File: src/rtl/raster_cmd_scheduler.sv
// Two-port round-robin command scheduler feeding the 8x8 rasterizer.
// Queues packed draw commands and paces issue on frame_sync plus pixel drain.
module raster_cmd_scheduler #(
  parameter int unsigned DEPTH        = 4,
  parameter int unsigned SYNC_TIMEOUT = 8,
  parameter int unsigned DRAIN_CYCLES = 64
) (
  input  logic                     clk,
  input  logic                     rst_n,
  input  logic                     req0_valid,
  output logic                     req0_ready,
  input  logic [19:0]              req0_data,
  input  logic                     req1_valid,
  output logic                     req1_ready,
  input  logic [19:0]              req1_data,
  output logic [1:0]               cmd,
  output logic [2:0]               x1,
  output logic [2:0]               y1,
  output logic [2:0]               x2,
  output logic [2:0]               y2,
  output logic [2:0]               width,
  output logic [2:0]               height,
  input  logic                     frame_sync,
  output logic                     busy,
  output logic [$clog2(DEPTH):0]   fifo_count,
  output logic                     sync_err,
  input  logic                     err_clr
);

  localparam int unsigned AW    = $clog2(DEPTH);
  localparam int unsigned CW    = AW + 1;
  localparam int unsigned TMAX  = (DRAIN_CYCLES > SYNC_TIMEOUT) ? DRAIN_CYCLES : SYNC_TIMEOUT;
  localparam int unsigned TW    = $clog2(TMAX) + 1;

  localparam logic [1:0] S_IDLE  = 2'd0;
  localparam logic [1:0] S_ISSUE = 2'd1;
  localparam logic [1:0] S_WAIT  = 2'd2;
  localparam logic [1:0] S_DRAIN = 2'd3;

  logic [1:0]    state_q, state_d;
  logic [TW-1:0] cnt_q, cnt_d;
  logic [1:0]    cmd_q, cmd_d;
  logic [17:0]   fields_q, fields_d;
  logic          err_q, err_d;
  logic          busy_q, busy_d;
  logic          last1_q, last1_d;
  logic [CW-1:0] count_q, count_d;
  logic [AW-1:0] wr_ptr_q, wr_ptr_d;
  logic [AW-1:0] rd_ptr_q, rd_ptr_d;
  logic [19:0]   mem_q [DEPTH];

  logic          full, empty;
  logic          grant0, grant1;
  logic          push, pop;
  logic [19:0]   push_data;
  logic [19:0]   head;
  logic          set_err;

  assign full  = (count_q == CW'(DEPTH));
  assign empty = (count_q == '0);
  assign head  = mem_q[rd_ptr_q];

  // Round-robin arbiter: on contention the port not granted last wins.
  always_comb begin
    grant0 = 1'b0;
    grant1 = 1'b0;
    if (!full) begin
      if (req0_valid && req1_valid) begin
        grant0 = last1_q;
        grant1 = !last1_q;
      end else begin
        grant0 = req0_valid;
        grant1 = req1_valid;
      end
    end
  end

  assign req0_ready = rst_n & grant0;
  assign req1_ready = rst_n & grant1;

  always_comb begin
    push      = 1'b0;
    push_data = req0_data;
    last1_d   = last1_q;
    if (grant0 && req0_valid) begin
      push    = 1'b1;
      last1_d = 1'b0;
    end else if (grant1 && req1_valid) begin
      push      = 1'b1;
      push_data = req1_data;
      last1_d   = 1'b1;
    end
  end

  always_comb begin
    state_d  = state_q;
    cnt_d    = cnt_q;
    cmd_d    = 2'b00;
    fields_d = fields_q;
    pop      = 1'b0;
    set_err  = 1'b0;
    case (state_q)
      S_IDLE: begin
        if (!empty) begin
          pop = 1'b1;
          // NOP entries are consumed without touching the rasterizer.
          if (head[19:18] != 2'b00) begin
            cmd_d    = head[19:18];
            fields_d = head[17:0];
            state_d  = S_ISSUE;
          end
        end
      end
      S_ISSUE: begin
        state_d = S_WAIT;
        cnt_d   = '0;
      end
      S_WAIT: begin
        if (frame_sync) begin
          state_d = S_DRAIN;
          cnt_d   = '0;
        end else if (cnt_q == TW'(SYNC_TIMEOUT - 1)) begin
          state_d = S_IDLE;
          set_err = 1'b1;
        end else begin
          cnt_d = cnt_q + TW'(1);
        end
      end
      S_DRAIN: begin
        if (cnt_q == TW'(DRAIN_CYCLES - 1)) begin
          state_d = S_IDLE;
        end else begin
          cnt_d = cnt_q + TW'(1);
        end
      end
      default: state_d = S_IDLE;
    endcase
  end

  always_comb begin
    err_d = err_q;
    if (set_err) begin
      err_d = 1'b1;
    end else if (err_clr) begin
      err_d = 1'b0;
    end
    count_d  = count_q + CW'(push) - CW'(pop);
    wr_ptr_d = wr_ptr_q + AW'(push);
    rd_ptr_d = rd_ptr_q + AW'(pop);
    busy_d   = (state_d != S_IDLE) || (count_d != '0);
  end

  always_ff @(posedge clk or negedge rst_n) begin
    if (!rst_n) begin
      state_q  <= S_IDLE;
      cnt_q    <= '0;
      cmd_q    <= 2'b00;
      fields_q <= '0;
      err_q    <= 1'b0;
      busy_q   <= 1'b0;
      last1_q  <= 1'b1;
      count_q  <= '0;
      wr_ptr_q <= '0;
      rd_ptr_q <= '0;
    end else begin
      state_q  <= state_d;
      cnt_q    <= cnt_d;
      cmd_q    <= cmd_d;
      fields_q <= fields_d;
      err_q    <= err_d;
      busy_q   <= busy_d;
      last1_q  <= last1_d;
      count_q  <= count_d;
      wr_ptr_q <= wr_ptr_d;
      rd_ptr_q <= rd_ptr_d;
    end
  end

  // Payload storage needs no reset; occupancy is tracked by count_q.
  always_ff @(posedge clk) begin
    if (push) begin
      mem_q[wr_ptr_q] <= push_data;
    end
  end

  assign cmd        = cmd_q;
  assign x1         = fields_q[17:15];
  assign y1         = fields_q[14:12];
  assign x2         = fields_q[11:9];
  assign y2         = fields_q[8:6];
  assign width      = fields_q[5:3];
  assign height     = fields_q[2:0];
  assign busy       = busy_q;
  assign fifo_count = count_q;
  assign sync_err   = err_q;

endmodule

File: config.mk
export PLATFORM = sky130hd
export DESIGN_NAME = raster_cmd_scheduler
export DESIGN_NICKNAME = d
export VERILOG_FILES = /design/src/rtl/raster_cmd_scheduler.sv
export SDC_FILE = /design/constraint.sdc
export NUM_CORES = 1
export LEC_CHECK = 0
export CAP_MARGIN = 20
export CORE_MARGIN = 4
export CORE_UTILIZATION = 30
export CTS_CLUSTER_DIAMETER = 120
export DETAILED_ROUTE_END_ITERATION = 6
export HOLD_SLACK_MARGIN = 0.12
export SYNTH_ARGS = -nofsm -noshare
export SYNTH_HDL_FRONTEND = slang
export SYNTH_SLANG_ARGS = --single-unit
File: constraint.sdc
create_clock -name clk -period 3.48 [get_ports clk]
set_clock_uncertainty 0.15 [all_clocks]
set_input_delay 0.696 -clock clk [delete_from_list [all_inputs] [get_ports clk]]
set_output_delay 0.696 -clock clk [all_outputs]
set_load 0.02 [all_outputs]
; Word level (Yosys, flattened, before mapping)
; Memory sizes are Yosys's and may differ from the RTL's.
; Cells that the tools add are included.
[totals]
reg_bits = 39
memories = 1
out_inout_bits = 27
ramBits = 80
input_bits = 46
word_cells = 74
[classes]
bitwise_logic = 3
eq_ne = 8
n_addsub = 5
mux = 32
n_reduce_logical = 15
[memory_table]
columns = name, words, width, read_ports, rd_clocked_by_memory_dff, wr, line
row1 = mem_q, 4, 20, 1, 0, 1, 50  ; logic [19:0] mem_q [DEPTH];
[ops]
columns = op, count
row1 = 20-bit two-way mux, 2
row2 = 7-bit two-way mux, 3
row3 = 7-bit one-hot mux with 3 select lines, 1
row4 = 1-bit two-way mux, 17
row5 = 2-bit two-way mux, 8
row6 = 2-bit one-hot mux with 4 select lines, 1
row7 = 2-bit nonzero test, 4
row8 = 7-bit by 1-bit adder with 7-bit output (second input constant), 1
row9 = 7-bit by 3-bit == test with 1-bit output (second input constant), 1
row10 = 7-bit by 6-bit == test with 1-bit output (second input constant), 1
row11 = 3-bit AND reduction, 2
row12 = 3-bit nonzero test, 2
row13 = 2-bit by 1-bit adder with 2-bit output, 2
row14 = 2-bit == test (second input constant), 2
row15 = 3-bit by 1-bit adder with 3-bit output, 1
row16 = 3-bit == test (second input constant), 1
row17 = 1-bit logical AND, 3
row18 = 3-bit logical NOT, 1
row19 = 3-bit != test (second input constant), 1
row20 = 3-bit by 1-bit subtractor with 3-bit output, 1
row21 = 1-bit AND, 2
row22 = 2-bit by 1-bit == test with 1-bit output (second input constant), 1
row23 = 2-bit logical NOT, 1
row24 = 2-bit != test (second input constant), 1
row25 = other kinds (3), 3

; Logic depth before layout (Yosys ltp)
; Gate-level depths: netlist of run 1.
[depth]
word_depth = 10
mapped_depth = 12
depth_no_buf = 12

; Worst setup path after synthesis of run 1
; No wires, ideal clock.
[synth_path]
kind = register -> register
startpoint = register count_q[1], in the netlist fifo_count[1]
endpoint = memory mem_q[1][0], enable pin
stages_incl_launch_ff = 6
slack_ns = 0.440
t_arrival_ns = 2.463
setup_time_ns = 0.427
path_buffers = 0
t_required_ns = 2.903
period_less_slack_ns = 3.040
path_cell_list = dfrtp_1 -> nor2_1 -> nand2_1 -> o21a_1 -> inv_1 -> nor3b_1
[synth_between]
elab_chain_cells = 7
word_cells_on_any_way = 9
classes_between = eq/ne (1) / mux (6) / reduce/logical (2)
[synth_rtl]
columns = item, line
row1 = start: declaration, 47  ; logic [CW-1:0] count_q, count_d;
row2 = start signal: assignment, 173  ; count_q <= count_d;
row3 = 3-bit == test (*), 59  ; assign full = (count_q == CW'(DEPTH));
row4 = 1-bit two-way mux, 67  ; if (!full) begin
row5 = 1-bit logical AND, 88  ; end else if (grant1 && req1_valid) begin
row6 = 1-bit two-way mux, 88
row7 = 1-bit two-way mux (*), 85  ; if (grant0 && req0_valid) begin
row8 = 1-bit two-way mux (*), 181  ; if (push) begin
row9 = 1-bit two-way mux (implied by the code) (*), 182  ; mem_q[wr_ptr_q] <= push_data;
row10 = end: declaration, 50
; Every way passes the cells marked *; elsewhere a longest branch is shown, timed or not.

; Final worst setup path of run 1
[layout_path]
startpoint = input port req1_valid
endpoint = output port req0_ready
[layout_between]
elab_chain_cells = 4
[layout_rtl]
columns = item, line
row1 = start: declaration, 13  ; input logic req1_valid,
row2 = 1-bit logical AND, 68  ; if (req0_valid && req1_valid) begin
row3 = 1-bit two-way mux, 68
row4 = 1-bit two-way mux, 67
row5 = 1-bit AND, 78  ; assign req0_ready = rst_n & grant0;
row6 = end: declaration, 11  ; output logic req0_ready,
; Every way passes these cells.

==> results of run 1 <==
-- metal layers --
layer / wire, um / vias up / GRT usage [%]
met2: 4930 / 46 / 18.5
li1: - / 1217 / -
met1: 3920 / 1313 / 12.0
met5: 0 / - / 0
met4: 114 / 0 / 4.26
met3: 314 / 8 / 3.54
-- sequential cells by signal, indices dropped and copies added (netlist names) --
name	flops
sync_err	1
cmd	2
mem_q	80
rd_ptr_q	2
fields_q	18
cnt_q	7
wr_ptr_q	2
last1_q	1
state_q	2
busy	1
fifo_count	3
-- cell usage in the layout (no fill, tap or decap), types with 3 or more instances in the layout --
cell type	netlist	layout
and2_1	3	3
and3_1	3	3
buf_4	0	10
clkbuf_16	0	17
clkbuf_8	0	3
clkdlybuf4s50_1	0	71
clkinv_2	0	3
clkinvlp_4	0	4
dfrtp_1	38	38
edfxtp_1	80	80
ha_1	5	5
inv_1	10	10
mux2_2	37	37
mux4_1	5	5
mux4_2	15	15
nand2_1	7	7
nand2b_1	3	3
nand3_1	4	4
nor2_1	5	5
nor3_1	4	3
o22ai_1	3	3
o2bb2ai_1	3	3
xor2_1	4	4
-- synth_stat cells (all sizes together) (2+ instances only) --
cell | instances | area, um^2
mux2 | 38 | 428
nor2 | 5 | 18.8
buf | 8 | 57.6
o22ai | 3 | 18.8
nor3b | 2 | 15.0
and2 | 3 | 18.8
o2bb2ai | 3 | 26.3
o21ai | 3 | 18.8
and3 | 3 | 18.8
mux4 | 20 | 469
a22o | 2 | 17.5
xor2 | 4 | 35.0
inv | 10 | 37.5
dfrtp | 38 | 951
edfxtp | 80 | 2400
a21oi | 2 | 10.0
nor3 | 4 | 20.0
nand2 | 7 | 26.3
nand2b | 3 | 18.8
o211ai | 2 | 15.0
nand3 | 4 | 20.0
ha | 5 | 62.6
xnor2 | 2 | 17.5
a31oi | 2 | 12.5
-- logic make-up (layout without fill, tap and decap cells) --
logic type                 count (synthesis)  count (layout)  share of synthesized area [%]
and+or+nand+nor                           34              34                           3.67
AOI/OAI and AO/OA                         20              20                           3.05
muxes                                     59              59                           18.7
adders and majority gates                  6               6                           1.70
DFF                                      119             119                           69.7
buffers and inverters                     19             124                           2.04
xor gates and xnor gates                   6               6                           1.08
-- cell type report --
type	instances	share of cell area, %
flip-flops and latches	119	52.4
repair buffers	82	12.3
multi-input cells	125	21.4
inverters	10	0.582
clock buffers	21	7.29
clock inverters	11	1.90
well taps	216	4.19
-- final timing paths --
check                                     to  slack [ps]  cells past startpoint     startpoint
worst min-delay path            fields_q[11]         260                      2          rst_n
worst max register to register          busy         780                     12  fifo_count[1]
max in group asynchronous        fields_q[4]        2550                      2          rst_n
min in group clk                fields_q[11]         350                      1   fields_q[11]
worst max-delay path              req0_ready         560                      4     req1_valid
worst min register to register  fields_q[11]         350                      1   fields_q[11]
-- stage by stage --
step,utilization [%],power [mW],instance area [um^2],instances,hold slack (ps)
floorplan,-,2.47,4850,263,250
CTS,40.8,4.53,6450,584,281
finish,40.8,4.46,6450,584,259
detailed placement,37.0,2.80,5860,552,335
global route,40.8,4.67,6450,584,309
global placement,37.0,2.76,5860,552,322
-- power breakdown --
group          internal (mW)  switching (mW)
combinational          0.310           0.407
clock                   1.11           0.602
sequential              1.94          0.0972
==> results.py, run 1 <==
metrics = {
    "outcome": {
        "outcome": "finished, final reports clean",
    },
    "timing": {
        "finalSetupTns_ps": 0,
        "final_max_slew_viol_count": 0,
        "slew-limit-headroom_pct": 64.2,
        "fmax_mhz": 342,
        "setup_slack_ps": 558,
        "min_period_ps": 2920,
        "hold_viol_final": 0,
        "worst_pin_slew_ps": 537,
        "setup_viol": 0,
        "fin_crit_sh_pct": 84.0,
        "rsz0062_at_grt": "no",
    },
    "logic_synthesis": {
        "netlist-cell-type-count": 39,
        "ys_ff_latch": 119,
        "yosys_most_used_dff": "edfxtp_1",
        "yosysWarningCount": 0,
        "synthCells": 263,
        "synth_nets": 315,
        "synth_edf_count": 80,
        "ys_seq_area_share_pct": 69.7,
        "avgSynthCellArea_um2": 18.4,
        "synth_area_um2": 4850,
        "async_flop_share_pct": 32.8,
    },
    "critical_path": {
        "cp_common_cell": "clkdlybuf4s50_1",
        "cp_slowest_stage_delay_ps": 540,
        "crit_fanout": 4,
        "cp-start-kind": "input pin",
        "cp_slowest_cell": "clkdlybuf4s50_1",
        "critPathCaptureType": "output port",
        "worst-endpoint-required_ps": 2630,
        "worstSetupPathType": "in -> out",
        "crit_family": "buffers and inverters",
        "critPathBufInv": 3,
        "critical_path_arrival_ps": 2080,
        "crit_chain": "clkdlybuf4s50_1 > inv_1 > o2111a_1 > clkdlybuf4s50_1",
    },
    "power": {
        "ir_worst_vdd_uv": 384,
        "p_per_area_nw_per_um2": 691,
        "cellLeakagePower_nw": 2.39,
    },
    "placed_design": {
        "gp_congestion": 0.723,
        "place_hpwl_um": 6010,
        "place_ws_ps": 197,
        "port_buffers": 72,
    },
    "min_path": {
        "hp-class": "in -> async",
    },
    "floorplanning": {
        "row_count": 46,
        "ioPinCount": 73,
        "die_h_um": 135,
        "start_util_pct": 30.6,
        "die_w_um": 135,
        "core_area_um2": 15800,
        "dieArea_um2": 18300,
    },
    "cells_and_area": {
        "nets": 407,
        "antenna_cells": 0,
        "multi_input_area_um2": 1380,
        "fill_cells": 1425,
        "area_growth_pct": 33.2,
        "drive_gt1_share_pct": 26.9,
        "final-seq-area_um2": 3380,
    },
    "routing": {
        "via_per_inst": 4.42,
        "vias": 2584,
        "drcViolationCount": 0,
        "wl_um": 9280,
        "wire_per_inst_um": 15.9,
        "first_pass_iters": 4,
        "antenna_left": 0,
        "drt-initial-drc-count": 146,
    },
    "global_routing": {
        "grt.overflow.total": 0,
        "grt_use_total_pct": 10.6,
        "grt_pass1_vias": 2770,
        "antenna_found_initial": 0,
        "grt_pass1_wl_um": 14400,
        "grt_max_degree": 40,
    },
    "cts": {
        "clkTransAtPathRegs_ps": 50,
        "cts_hold_buf": 0,
        "clk_path_buf_depth": 2,
        "cts_tree": "built",
        "clock-root-buffer": "clkbuf_16",
        "cts_resized": 0,
        "h-tree-depth": 4,
        "post_cts_buffers": 0,
        "cts_buffers": 17,
        "clk_latency_ps": 410,
        "clock-sinks": 119,
    },
    "flow_run": {
        "cap_viol_max_count": 0,
    },
}
No activity file was read; power rests on OpenSTA's default activity.
==> run 2, diff against run 1 <==
==> constraint.sdc (replaced) <==
create_clock -name clk -period 3.1 [get_ports clk]
set_clock_uncertainty 0.15 [all_clocks]
set_input_delay 0.62 -clock clk [delete_from_list [all_inputs] [get_ports clk]]
set_output_delay 0.62 -clock clk [all_outputs]
set_load 0.02 [all_outputs]
==> results.py, run 2 (synthesized netlist as in run 1, its figures left out) <==
metrics = {
    "critical_path": {
        "crit_family": "buffers and inverters",
        "crit_fanout": 3,
        "cp_common_cell": "clkdlybuf4s50_1",
        "critPathCaptureType": "output port",
        "timing.rr.start": "fifo_count[1]",
        "r2r_setup_slack_ps": 470,
        "critPathBufInv": 3,
        "reg2reg_depth": 12,
        "cp-start-kind": "input pin",
        "worstSetupPathType": "in -> out",
        "worst-endpoint-required_ps": 2330,
        "cp_slowest_stage_delay_ps": 620,
        "cp_slowest_cell": "clkdlybuf4s50_1",
        "critical_path_arrival_ps": 2030,
        "crit_chain": "clkdlybuf4s50_1 > buf_4 > nand3_1 > nor2_1 > clkdlybuf4s50_1",
        "crit_cells": 5,
        "reg2reg_to": "busy",
    },
    "flow_run": {
        "cap_viol_max_count": 0,
    },
    "floorplanning": {
        "die_w_um": 135,
        "ioPinCount": 73,
        "die_h_um": 135,
        "dieArea_um2": 18300,
        "core_area_um2": 15800,
        "start_util_pct": 30.6,
        "row_count": 46,
    },
    "cells_and_area": {
        "largest_registers": "mem_q x80, fields_q x18, cnt_q x7",
        "final-seq-area_um2": 3380,
        "drive_gt1_share_pct": 27.6,
        "nets": 409,
        "largest_register": "mem_q",
        "multi_input_area_um2": 1380,
        "area_growth_pct": 32.5,
        "mostFrequentLayoutCells": "edfxtp_1, clkdlybuf4s50_1, dfrtp_1",
        "largest_register_ffs": 80,
        "final_common_cell": "edfxtp_1",
        "fill_cells": 1445,
        "antenna_cells": 0,
    },
    "cts": {
        "post_cts_buffers": 0,
        "clkTransAtPathRegs_ps": 50,
        "cts_resized": 0,
        "cts_buffers": 17,
        "cts_hold_buf": 0,
        "clock-root-buffer": "clkbuf_16",
        "cts_tree": "built",
        "clock-sinks": 119,
        "clk_path_buf_depth": 2,
        "h-tree-depth": 4,
        "clk_latency_ps": 400,
    },
    "outcome": {
        "outcome": "finished, final reports clean",
    },
    "routing": {
        "wire_per_inst_um": 16.0,
        "wl_met1_um": 4000,
        "drt-initial-drc-count": 198,
        "vias": 2644,
        "route.met3.wl_um": 334,
        "via_per_inst": 4.51,
        "antenna_left": 0,
        "drcViolationCount": 0,
        "wl_um": 9400,
        "highest-signal-layer": "met4",
        "met2_wirelength_um": 4950,
        "first_pass_iters": 4,
    },
    "min_path": {
        "hp-class": "in -> async",
    },
    "global_routing": {
        "grt_pass1_wl_um": 15000,
        "antenna_found_initial": 0,
        "grt.overflow.total": 0,
        "grt_pass1_vias": 2859,
        "grt_max_degree": 40,
        "grt_use_total_pct": 11.0,
    },
    "placed_design": {
        "port_buffers": 72,
        "gp_congestion": 0.734,
        "place_hpwl_um": 6210,
    },
    "timing": {
        "fin_crit_sh_pct": 90.4,
        "setup_viol": 0,
        "min_period_ps": 2800,
        "final_max_slew_viol_count": 0,
        "rsz0062_at_grt": "no",
        "worst_pin_slew_ps": 560,
        "hold_viol_final": 0,
        "hold_slack_ps": 175,
        "finalSetupTns_ps": 0,
        "slew-limit-headroom_pct": 62.3,
        "fmax_mhz": 357,
    },
    "power": {
        "power_mw": 4.80,
        "cellLeakagePower_nw": 2.38,
        "ir_worst_vdd_uv": 364,
        "p_per_area_nw_per_um2": 748,
    },
}
==> run 2: per-stage QoR <==
| stage | cell area [um^2] | instances | worst slack (ps) | utilization [%] |
|---|---|---|---|---|
| global placement | 5890 | 554 | 38.4 | 37.2 |
| CTS | 6420 | 586 | 268 | 40.6 |
| finish | 6420 | 586 | 298 | 40.6 |
| global route | 6420 | 586 | 212 | 40.6 |
| floorplan | 4850 | 263 | 60.2 | - |
| detailed placement | 5890 | 554 | -75.5 | 37.2 |
==> run 2: layer usage <==
| layer | track usage, % | vias to the layer above |
|---|---|---|
| met5 | 0 | - |
| met4 | 4.37 | 0 |
| met3 | 2.76 | 10 |
| met2 | 18.9 | 64 |
| met1 | 13.2 | 1345 |
| li1 | - | 1225 |
==> run 2: area by class of cell <==
cell class	count	area share, %
inverter	10	0.584
multi-input combinational	125	21.5
clock buffer	17	6.62
timing repair buffer	84	12.7
clock inverter	15	1.69
tap	216	4.21
sequential	119	52.6
==> run 2: how the worst max path moves through the flow <==
stage                        from     endpoint  slack (ps)
finish                 req1_valid   req1_ready         300
global route           req1_valid   req1_ready         210
CTS                    req1_valid   req1_ready         270
detailed placement     req0_valid         busy         -80
global placement       req0_valid         busy          40
floorplan           fifo_count[1]  mem_q[1][0]          60
==> run 2: power breakdown <==
group          leakage [nW]  internal (mW)  switching (mW)
Sequential             1.24           2.17           0.112
Combinational         0.889          0.357           0.464
Clock                 0.247           1.02           0.683
==> run 3, diff against run 2 <==
--- a/config.mk
+++ b/config.mk
@@ -7,10 +7,12 @@
 export LEC_CHECK = 0
 export CAP_MARGIN = 20
 export CORE_MARGIN = 4
-export CORE_UTILIZATION = 30
+export CORE_UTILIZATION = 54
 export CTS_CLUSTER_DIAMETER = 120
 export DETAILED_ROUTE_END_ITERATION = 6
-export HOLD_SLACK_MARGIN = 0.12
+export GPL_ROUTABILITY_DRIVEN = 0
+export HOLD_SLACK_MARGIN = 0.1
+export PLACE_DENSITY = 0.8
 export SYNTH_ARGS = -nofsm -noshare
 export SYNTH_HDL_FRONTEND = slang
 export SYNTH_SLANG_ARGS = --single-unit
==> results.py, run 3 (synthesized netlist as in run 1, its figures left out) <==
metrics = {
    "outcome": {
        "outcome": "finished, final reports clean",
    },
    "cells_and_area": {
        "fill_cells": 538,
        "nets": 412,
        "final_common_cell": "edfxtp_1",
        "antenna_cells": 0,
        "drive_gt1_share_pct": 27.4,
        "final_cell_count_no_fill": 480,
        "largest_register_ffs": 80,
        "largest_register": "mem_q",
        "area_growth_pct": 31.7,
        "largest_registers": "mem_q x80, fields_q x18, cnt_q x7",
        "mostFrequentLayoutCells": "edfxtp_1, clkdlybuf4s50_1, dfrtp_1",
    },
    "floorplanning": {
        "dieArea_um2": 10600,
        "die_h_um": 103,
        "start_util_pct": 55.6,
        "ioPinCount": 73,
        "row_count": 34,
        "core_area_um2": 8720,
        "die_w_um": 103,
    },
    "routing": {
        "antenna_left": 0,
        "first_pass_iters": 4,
        "drcViolationCount": 0,
        "via_per_inst": 5.63,
        "wire_per_inst_um": 19.9,
        "wl_um": 9540,
        "drt-initial-drc-count": 87,
        "vias": 2704,
    },
    "critical_path": {
        "critPathCaptureType": "output port",
        "worstSetupPathType": "in -> out",
        "cp-start-kind": "input pin",
        "worst-endpoint-required_ps": 2330,
        "critical_path_arrival_ps": 2200,
        "crit_fanout": 9,
    },
    "cts": {
        "cts_tree": "built",
        "clk_latency_ps": 510,
        "clkTransAtPathRegs_ps": 60,
        "clock-sinks": 119,
        "h-tree-depth": 4,
        "clk_path_buf_depth": 2,
        "post_cts_buffers": 0,
        "cts_buffers": 17,
        "clock-root-buffer": "clkbuf_8",
    },
    "global_routing": {
        "grt_use_total_pct": 20.0,
        "grt_max_degree": 34,
        "grt_pass1_vias": 2984,
        "grt_pass1_wl_um": 15200,
        "grt.overflow.total": 0,
        "antenna_found_initial": 0,
    },
    "timing": {
        "setup_viol": 0,
        "worst_pin_slew_ps": 578,
        "fin_crit_sh_pct": 95.8,
        "slew-limit-headroom_pct": 61.2,
        "rsz0062_at_grt": "no",
        "final_max_slew_viol_count": 0,
        "hold_slack_ps": 341,
        "finalSetupTns_ps": 0,
        "hold_viol_final": 0,
        "min_period_ps": 2970,
        "fmax_mhz": 337,
    },
    "flow_run": {
        "cap_viol_max_count": 0,
    },
    "power": {
        "cellLeakagePower_nw": 2.45,
        "ir_worst_vdd_uv": 498,
        "power_mw": 5.14,
        "p_per_area_nw_per_um2": 806,
    },
    "placed_design": {
        "place_inst": 448,
        "port_buffers": 72,
        "place_hpwl_um": 5580,
    },
    "min_path": {
        "hp-class": "in -> async",
    },
}
## run 3: cell count changes in the layout (fill, tap and decap cells not counted), moves of 3 or more
cell and change:
bufinv_16 +4, inv_6 +3, clkinvlp_4 -5, buf_4 +3, clkinv_2 -3
## run 3: area by class of cell
| cell class | instances | area (um^2) | area share, % |
|---|---|---|---|
| clock buffer | 17 | 414 | 6.49 |
| clock inverter | 14 | 198 | 3.10 |
| inverter | 10 | 37.5 | 0.588 |
| multi-input combinational | 125 | 1380 | 21.7 |
| sequential | 119 | 3380 | 53.0 |
| tap | 108 | 135 | 2.12 |
| timing repair buffer | 87 | 833 | 13.1 |
## run 3: through the flow
stage	utilization (%)	cell area (um^2)	worst slack (ps)
2_1_floorplan	-	4850	60.2
3_3_place_gp	66.0	5760	122
3_5_place_dp	66.0	5760	80.1
4_1_cts	73.1	6380	92.3
5_1_grt	73.2	6380	31.9
6_report	73.2	6380	129
## run 3: where the power goes
| part | internal [mW] | switching (mW) | total (mW) |
|---|---|---|---|
| combinational | 0.360 | 0.466 | 0.826 |
| sequential | 2.17 | 0.126 | 2.30 |
| clock | 1.31 | 0.711 | 2.02 |
## run 3: final timing paths
kind                               start  depth (start not counted)  slack, ps           end
max                                rst_n                          4        130    req0_ready
min                                rst_n                          2        340  fields_q[15]
max reg2reg                fifo_count[1]                         10        480          busy
min reg2reg                     cnt_q[6]                          1        350      cnt_q[6]
max in group asynchronous          rst_n                          3       1730       last1_q
min in group clk                cnt_q[6]                          1        350      cnt_q[6]
## run 3: routing by layer
| layer | part of all wire, % | wire [um] | track usage [%] | up-vias |
|---|---|---|---|---|
| met5 | 0 | 0 | 0 | - |
| met4 | 1.2 | 116 | 6.57 | 0 |
| met3 | 5.1 | 490 | 5.55 | 11 |
| met2 | 54 | 5140 | 34.8 | 78 |
| met1 | 40 | 3800 | 24.4 | 1387 |
| li1 | - | - | - | 1228 |
## run 3: what timing repair did
action	in CTS	in global routing
hold buffers	1	0
endpoints found under the setup margin	0	1
hold endpoints to repair	6	0
resized for setup	0	1
## run 3: critical path: stages
cell and delay [ps]:
dlygate4sd3_1 520, buf_2 230, o2111a_1 220, clkdlybuf4s50_1 610
==> patch: new RTL, flow settings as in run 1 <==
`DEPTH`: 4 -> 8.
--- a/src/rtl/raster_cmd_scheduler.sv
+++ b/src/rtl/raster_cmd_scheduler.sv
@@ -1,7 +1,7 @@
 // Two-port round-robin command scheduler feeding the 8x8 rasterizer.
 // Queues packed draw commands and paces issue on frame_sync plus pixel drain.
 module raster_cmd_scheduler #(
-  parameter int unsigned DEPTH        = 4,
+  parameter int unsigned DEPTH        = 8,
   parameter int unsigned SYNC_TIMEOUT = 8,
   parameter int unsigned DRAIN_CYCLES = 64
 ) (
Interface: changed (resized fifo_count); port bits go from 73 to 74. The function was not compared with the original's and may differ.
==> patch against run 1 <==
Core utilization fell by 2.6 points; global-route usage increased by 0.87 points; setup slack got worse by 0.40 ns; die area is 65% higher; cell area up 59%; routed wire length rose by 87%; power is 100% higher; sequential share of layout area rose by 4.6 points; synthesized cell count rose by 59%; sequential cell count rose by 83; largest power group unchanged; critical endpoint is now busy; register-to-register slack got worse by 0.62 ns; synthesized area increased by 70%.
==> patch: results <==
[status]
status = complete, no violations

[grt]
grt_max_degree = 31
track_usage_pct = 11.5
grt_use_met1_pct = 15.0
gr-usage-met3_pct = 2.38
grt_pass1_vias = 4621
grt_pass1_wl_um = 26900

[synth]
synthAdderAreaFrac_pct = 1.92
muxShareOfSynthArea_pct = 18.9
synth-compound-area-share_pct = 2.88
yosysSeqAreaShare_pct = 71.3
synth_common_cells = edfxtp_1, mux2_2, dfrtp_1, mux4_2, nor2_1
synth_cells = 418
synth_xor_area_share_pct = 0.533
syn-num-nets = 476
synthArstFlopShare_pct = 20.8
synth.area.top_cells = edfxtp_1, dfrtp_1, mux4_2
synth_cell_types = 44

[timing]
whs_ns = 0.345
worstMarginPinSlew_ns = 0.894
fin_crit_ns = 3.32

[detailed_routing]
dr_wl_met2_um = 8530
drt_wl_total_um = 17300
avgViaCountPerCell = 4.75
wl_met1_um = 7680
drt_iter0_drc = 198
wl_met3_um = 813

[critical_path]
startpoint = fifo_count[2]
cp_top_family = simple AND/OR/NAND/NOR gates
cp_max_fo = 5
rrSetupSlack_ns = 0.16
crit_path_top_delay_cell = fa_1
r2r_cells = 13
cpPeakStageDelay_ns = 0.48
endpoint_kind = register

[place]
dp_slack_ns = -0.0595
placedInstanceArea_um2 = 9500
dp_cells = 841
hpwl_um = 11000
io_buffers = 73
gp_congestion = 0.792

[layout]
biggestRegsByFlops = mem_q: 160 flops, fields_q: 18 flops, cnt_q: 7 flops
finalNonFillerCells = 882
nets = 583
drive_gt1_share_pct = 32.3

[clock_network]
numCtsBuffers = 22
htreeDepth = 1
clk_latency_ns = 0.52
cts_buffer_depth = 3

[power_and_ir_drop]
p_leak_nw = 3.58
max-vdd-ir-drop_mv = 0.358
patch: cell types whose count changed after synthesis, sizes merged, moves of 3 or more:
| cell | before | now |
|---|---|---|
| and2 | 3 | 0 |
| a32o | 1 | 4 |
| dfrtp | 38 | 41 |
| edfxtp | 80 | 160 |
| mux2 | 38 | 56 |
| mux4 | 20 | 40 |
| clkbuf | 1 | 5 |
| ha | 5 | 11 |
| inv | 10 | 14 |
| nor2 | 5 | 16 |
patch: power by group:
group / internal, mW / switching (mW)
Combinational: 1.50 / 1.53
Clock: 1.46 / 0.929
Sequential: 3.37 / 0.324
Total: 6.34 / 2.78
patch: cell type report:
cell class / instances / area [um^2]
clock buffers: 28 / 603
inverters: 14 / 52.6
well taps: 341 / 427
flip-flops and latches: 202 / 5860
clock inverters: 12 / 160
multi-input cells: 187 / 2260
fillers: 2470 / 16700
repair buffers: 98 / 916
patch: repair_timing:
item,CTS,global route
endpoints found under the hold margin,13,0
resized for setup,0,1
endpoints found under the setup margin,0,1
hold buffers,1,0
setup buffers,0,0
